### config.mk
export PLATFORM = sky130hd
export DESIGN_NAME = ysyx_24100029_gshare_ctrl
export DESIGN_NICKNAME = d
export VERILOG_FILES = /design/src/rtl/ysyx_24100029_gshare_ctrl.sv
export SDC_FILE = /design/constraint.sdc
export NUM_CORES = 1
export LEC_CHECK = 0
export BUFFER_PORTS_ARGS = -buffer_cell sky130_fd_sc_hd__buf_2
export CORE_MARGIN = 10
export CORE_UTILIZATION = 60
export CTS_BUF_LIST = sky130_fd_sc_hd__clkbuf_2
export CTS_CLUSTER_SIZE = 12
export DETAILED_ROUTE_END_ITERATION = 7
export GPL_ROUTABILITY_DRIVEN = 0
export PLACE_DENSITY_LB_ADDON = 0.12
export SLEW_MARGIN = 25
export SYNTH_ARGS = -nofsm -noshare
export SYNTH_HDL_FRONTEND = slang
export SYNTH_SLANG_ARGS = --single-unit
export TNS_END_PERCENT = 100
### constraint.sdc
create_clock -name clock -period 5.7 [get_ports clock]
set_input_delay 0.57 -clock clock [delete_from_list [all_inputs] [get_ports clock]]
set_output_delay 0.57 -clock clock [all_outputs]
set_load 0.01 [all_outputs]
### src/rtl/ysyx_24100029_gshare_ctrl.sv
// Gshare requester: builds PHT read indices from PC xor speculative history,
// tracks in-flight predictions in a checkpoint FIFO and issues PHT updates on resolution.
module ysyx_24100029_gshare_ctrl #(
  parameter int PHT_INDEX_WIDTH = 8,
  parameter int GHR_WIDTH       = 8,
  parameter int FIFO_DEPTH      = 4
) (
  input  logic                         clock,
  input  logic                         reset,
  input  logic                         pred_valid,
  output logic                         pred_ready,
  input  logic [31:0]                  pred_pc,
  output logic [PHT_INDEX_WIDTH-1:0]   pht_index_r,
  input  logic                         pht_state,
  output logic                         pred_taken,
  input  logic                         res_valid,
  input  logic                         res_taken,
  input  logic                         res_mispredict,
  output logic                         pht_w_en,
  output logic [PHT_INDEX_WIDTH-1:0]   pht_index_w,
  output logic                         is_taken,
  output logic [$clog2(FIFO_DEPTH):0]  outstanding,
  output logic [GHR_WIDTH-1:0]         ghr_spec,
  output logic                         err_underflow
);

  localparam int PW = $clog2(FIFO_DEPTH);
  localparam int CW = PW + 1;

  // Handshake: a prediction is taken on pred_valid && pred_ready at the rising
  // clock edge; pred_valid may be held across cycles and pred_ready never waits on it.
  logic [GHR_WIDTH-1:0]       ghr_q, ghr_d;
  logic [CW-1:0]              cnt_q, cnt_d;
  logic [PW-1:0]              wr_q, wr_d, rd_q, rd_d;
  logic                       w_en_q, w_en_d;
  logic [PHT_INDEX_WIDTH-1:0] widx_q, widx_d;
  logic                       taken_q, taken_d;
  logic                       err_q, err_d;

  // Only the low GHR_WIDTH-1 bits of a snapshot matter: restore shifts out the MSB.
  logic [PHT_INDEX_WIDTH-1:0] idx_mem [FIFO_DEPTH];
  logic [GHR_WIDTH-2:0]       ghr_mem [FIFO_DEPTH];

  logic [PHT_INDEX_WIDTH-1:0] ghr_ext;
  logic                       empty, accept, pop, flush;
  logic                       unused_pc;

  assign unused_pc = ^{pred_pc[31:PHT_INDEX_WIDTH+2], pred_pc[1:0]};

  always_comb begin
    ghr_ext = '0;
    ghr_ext[GHR_WIDTH-1:0] = ghr_q;
  end

  assign empty       = (cnt_q == '0);
  assign pht_index_r = pred_pc[PHT_INDEX_WIDTH+1:2] ^ ghr_ext;
  assign pred_taken  = pht_state;
  assign pred_ready  = (cnt_q != CW'(FIFO_DEPTH)) && !(res_valid && res_mispredict);
  assign accept      = pred_valid && pred_ready;
  assign pop         = res_valid && !empty;
  assign flush       = pop && res_mispredict;

  always_comb begin
    ghr_d   = ghr_q;
    cnt_d   = cnt_q;
    wr_d    = wr_q;
    rd_d    = rd_q;
    err_d   = err_q | (res_valid && empty);
    w_en_d  = pop;
    widx_d  = pop ? idx_mem[rd_q] : widx_q;
    taken_d = pop ? res_taken : taken_q;
    if (flush) begin
      ghr_d = {ghr_mem[rd_q], res_taken};
      cnt_d = '0;
      wr_d  = '0;
      rd_d  = '0;
    end else begin
      if (accept) begin
        wr_d  = wr_q + 1'b1;
        ghr_d = {ghr_q[GHR_WIDTH-2:0], pht_state};
      end
      if (pop) rd_d = rd_q + 1'b1;
      if (accept && !pop)      cnt_d = cnt_q + 1'b1;
      else if (!accept && pop) cnt_d = cnt_q - 1'b1;
    end
  end

  always_ff @(posedge clock) begin
    if (reset) begin
      ghr_q   <= '0;
      cnt_q   <= '0;
      wr_q    <= '0;
      rd_q    <= '0;
      w_en_q  <= 1'b0;
      widx_q  <= '0;
      taken_q <= 1'b0;
      err_q   <= 1'b0;
    end else begin
      ghr_q   <= ghr_d;
      cnt_q   <= cnt_d;
      wr_q    <= wr_d;
      rd_q    <= rd_d;
      w_en_q  <= w_en_d;
      widx_q  <= widx_d;
      taken_q <= taken_d;
      err_q   <= err_d;
    end
  end

  always_ff @(posedge clock) begin
    if (accept) begin
      idx_mem[wr_q] <= pht_index_r;
      ghr_mem[wr_q] <= ghr_q[GHR_WIDTH-2:0];
    end
  end

  // A pending update is dropped as soon as reset is raised, not one cycle later.
  assign pht_w_en      = w_en_q && !reset;
  assign pht_index_w   = widx_q;
  assign is_taken      = taken_q;
  assign outstanding   = cnt_q;
  assign ghr_spec      = ghr_q;
  assign err_underflow = err_q;

endmodule

# Word level (Yosys, flattened, before mapping)
# Memory sizes are Yosys's and may differ from the RTL's. A register that Yosys moved wholly into a read port is not among the register bits.
# Cells that the tools add are included.
# word_totals
ram_bits	60
output_inout_bits	32
inputBits	39
n_memories	2
register_bits	18
elab_cells	42
# mem_list
name	depth	width	read_ports	rd_ports_with_merged_regs	write_ports	line_no	source
idx_mem	4	8	1	1	1	41	logic [PHT_INDEX_WIDTH-1:0] idx_mem [FIFO_DEPTH];
ghr_mem	4	7	1	1	1	42	logic [GHR_WIDTH-2:0] ghr_mem [FIFO_DEPTH];
# op_classes
bitwise	2
muxes	8
n_addsub	4
reduce_logical	18
n_eq_ne	1
# op_table
op	n
two-way mux 8 bit	2
logical AND 1 bit	9
XOR 8 bit	1
two-way mux 3 bit	2
zero test 1 bit	5
adder 2 x 1 -> 2 bit, second input constant	2
two-way mux 2 bit	2
nonzero test 2 bit	2
adder 3 x 1 -> 3 bit, second input constant	1
zero test 3 bit	1
!= test 3 bit, second input constant	1
subtractor 3 x 1 -> 3 bit, second input constant	1
two-way mux 1 bit	2
OR reduction 2 bit	1
bitwise OR 1 bit	1

# Depth between registers and ports, before layout
# depth
word_depth	8
mapped_depth	9
ltp_nobuf	8

# Worst setup path before layout
# OpenSTA, ideal clock, no wires.
# synth_timing
path_type	input-to-reg
from	input port pred_valid
to	register cnt_q[2] (netlist: outstanding[2])
slack_ps	3449
setup_ps	70
required_time_ps	5630
path_stages	9
n_path_buf	1
t_arrival_ps	2181
path_cell_list	a21bo_2 > clkbuf_1 > nor2_1 > ha_1 > inv_1 > fa_1 > xor2_1 > or3_1 > a21oi_1
# synth_between
elab_chain_len	4
elab_cells_between_ends	6
classes_between	1 x mux; 5 x reduce/logical
# synth_rtl
element	line_no	source
start: declaration	10	input logic pred_valid,
logical AND 1 bit (*)	59	assign accept = pred_valid && pred_ready;
named net accept	45	logic empty, accept, pop, flush;
zero test 1 bit	84	else if (!accept && pop) cnt_d = cnt_q - 1'b1;
logical AND 1 bit	84	
nonzero test 2 bit (no line)	--	
end signal: assignment	100	cnt_q <= cnt_d;
end: declaration	33	logic [CW-1:0] cnt_q, cnt_d;
# Mark *: on every way through the listed nets, which the timed path passes. The rest lies on a longest branch.
# A chain may end at the register's enable or synchronous reset.

# Worst setup path in the final report
# layout_timing
from	register cnt_q[0] (netlist: outstanding[0])
to	register cnt_q[2] (netlist: outstanding[2])
# layout_between
elab_chain_len	6
elab_cells_between_ends	17
classes_between	2 x add/sub; 1 x eq/ne; 2 x mux; 12 x reduce/logical
# layout_rtl
element
branches (longest 6 deep; another with subtractor 3 x 1 -> 3 bit)
# Several ways; the timed one is not identified. The select of a mux whose other input is x is not followed.

==> results.cfg <==
[global_route]
grt_pass1_vias = 2111
global_route.usage.met2 = 0.2550
use_met3 = 0.06245
pin_count_of_the_biggest_net_entering_global_routing = 22
groute.usage.overall = 0.1588
global_route.overflow_total = 0
global_route.usage.met1 = 0.1917
grt-busiest-layer = met2
antenna_found_initial = 0
grt_first_pass_wirelength_um = 11010

[setup_path]
end_kind = flip-flop
timing.critical_path.from_type = flip-flop
cp.required_ns = 6.18
worst-endpoint-arrival_ns = 3.12
critPathKind = flip-flop to flip-flop
timing.critical_path.fanout_max = 13
r2r_cells = 8

[power]
pwr_density_cell_nw_per_um2 = 421.7
internal_power_uw = 1117
sequentialPowerShare = 0.546
cellLeakagePower_uw = 0.001410
power.switching_uw = 515.1
switching_share = 0.3157
ir_worst_vdd_mv = 0.2093
p_clk_frac = 0.212
share_comb_of_total_power = 0.242

[floorplanning]
floorplan.rows = 27
design.die.area_um2 = 9287
die_w_um = 96.37
floorplan.io_pins = 71
initial_utilization = 0.6278
die_h_um = 96.37
core_outline_area_um2 = 5574

[cts]
cts_repair_resizes = 0
clock_path_buffers = 2
tritoncts_num_sinks = 88
cts_tree = yes
postCtsHoldBufs = 0
clock_pin_slew_reported_for_the_worst_setup_and_hold_paths_after_clock_tree_synthesis_ns = 0.23
clk_latency_ns = 0.53
numCtsBuffers = 9
post_cts.repair.setup_buffers = 0
clock_tree.root_cell = sky130_fd_sc_hd__clkbuf_2
htree_levels = 3

[timing]
post-route-period-util = 0.4642
fin_tns_setup_ns = 0
count_of_pins_over_their_slew_limit = 0
finalSetupViolCount = 0
final.hold.worst_slack_ns = 0.2760
finClkSkew_ns = 0.02402
max_slew_margin = 0.3323
fmaxAchievable_mhz = 377.9
finalCriticalPeriod_ns = 2.646
grt_setup_unrepaired = false
final_hold_viol_count = 0
max_slew.worst_pin.slew_ns = 0.9994

[final_layout]
layout_commonest_cell = sky130_fd_sc_hd__edfxtp_1
layout.cells.non_filler = 353
area_growth_syn_to_layout_pct = 10.58
finish.instance_area_um2 = 3870
top_library_cells_by_usage_in_the_layout_fill_and_taps_aside = sky130_fd_sc_hd__edfxtp_1, sky130_fd_sc_hd__buf_2, sky130_fd_sc_hd__dfxtp_1, sky130_fd_sc_hd__nand2_1
insertedDiodeCount = 0
final_core_utilization = 0.6943
nets = 321
drive_gt1_frac = 0.2811

[hold_path]
min-delay-path-class = input pin to flip-flop
hold_depth = 3

[placement]
place_area_um2 = 3736
port_buffers = 46
dpl_wire_length_um = 4545
post-place-cells = 337

[synth]
syn_area_per_cell_um2 = 14.89
ys_top_cells_by_area = sky130_fd_sc_hd__edfxtp_1, sky130_fd_sc_hd__dfxtp_1, sky130_fd_sc_hd__mux4_2
yosysUniqueCellTypes = 31
post_synth_inst_count = 235
synth-edff-count = 60
synth-seq-cells = 88
async_s_r_ff_share_synth = 0
ys_seq_area_frac = 0.6750
synthesis.nets = 280
combined_area_of_all_synthesized_cells_um2 = 3500
synth_top_cell_by_area = sky130_fd_sc_hd__edfxtp_1
netlist.area_leader.share = 0.5148
most_frequently_used_flop_master_after_synthesis = sky130_fd_sc_hd__edfxtp_1
synth.yosys.warnings = 0

[drt]
routedWlPerCell_um = 19.69
drt_pre_antenna_iters = 5
viasPerCell = 5.839
via_count = 2061
wirelength_um = 6949
dr.first_iter.drc_count = 171
detail_route.drc_violations = 0
antenna_viol_nets_final = 0

[job]
drv.max_cap_violation_count = 0

[outcome]
status = finished, final reports clean
path summary, 6_finish.rpt:
check,startpoint,to,slack [ns]
max,outstanding[0],outstanding[2],3.05
min,res_taken,is_taken,0.28
max reg2reg,outstanding[0],outstanding[2],3.05
min reg2reg,pht_index_w[5],pht_index_w[5],0.47
registers in the layout, indices dropped and copies added, names as in the netlist, named ones only:
name	cells
err_underflow	1
ghr_mem	28
ghr_spec	8
idx_mem	32
is_taken	1
outstanding	3
pht_index_w	8
rd_q	2
w_en_q	1
wr_q	2
worst max-delay path, cell delays in order, from the launching register on:
cell and delay [ns]:
sky130_fd_sc_hd__dfxtp_1 0.47, sky130_fd_sc_hd__o31a_1 0.47, sky130_fd_sc_hd__inv_1 0.37, sky130_fd_sc_hd__ha_1 0.26
sky130_fd_sc_hd__inv_1 0.06, sky130_fd_sc_hd__fa_1 0.37, sky130_fd_sc_hd__xor2_1 0.15, sky130_fd_sc_hd__or3_1 0.30
sky130_fd_sc_hd__a21oi_1 0.15
per-layer routing:
metal	vias up	part of all wire
met2	76	0.50
met3	8	0.081
met4	0	0.014
met1	1013	0.41
met5	-	0
li1	964	-
metrics by stage:
stage                     total power [uW]  worst slack, ns
after floorplan                       1172            3.449
after global placement                1288            3.013
after detailed placement              1304            3.000
after CTS                             1644            3.044
after global routing                  1727            2.864
final                                 1632            3.054
synth_stat cells, types with 7 or more instances:
cell,number
sky130_fd_sc_hd__buf_2,7
sky130_fd_sc_hd__a311oi_1,8
sky130_fd_sc_hd__xor2_1,10
sky130_fd_sc_hd__dfxtp_1,28
sky130_fd_sc_hd__a21oi_1,15
sky130_fd_sc_hd__nand3_1,10
sky130_fd_sc_hd__edfxtp_1,60
sky130_fd_sc_hd__mux4_2,15
sky130_fd_sc_hd__nand2_1,18
sky130_fd_sc_hd__o21ai_0,12
sky130_fd_sc_hd__nor2_1,15
power by group through the flow:
| stage | registers (uW) | clock network [uW] | logic (uW) |
|---|---|---|---|
| detailed placement | 909 | 0 | 395 |
| global placement | 903 | 0 | 385 |
| global route | 911 | 378 | 438 |
| finish | 891 | 345 | 395 |
| floorplan | 875 | 0 | 297 |
| CTS | 895 | 349 | 400 |
cell families after synthesis:
family / count (synthesis) / share of synthesized area
compound gates: 39 / 0.07365
flops: 88 / 0.6750
xor+xnor: 11 / 0.02753
fa+ha+maj: 6 / 0.02360
mux: 16 / 0.09939
simple gates: 54 / 0.07150
buf+inv: 21 / 0.02931
final cells by class:
cell class                 count  area [um2]
inverter                       5       18.77
clock buffer                  10       50.05
tap                           72       90.09
fill                         413        1704
sequential                    88        2362
multi-input combinational    126        1035
clock inverter                 6       83.83
timing repair buffer          46       230.2
No activity file was read; power rests on OpenSTA's default activity.
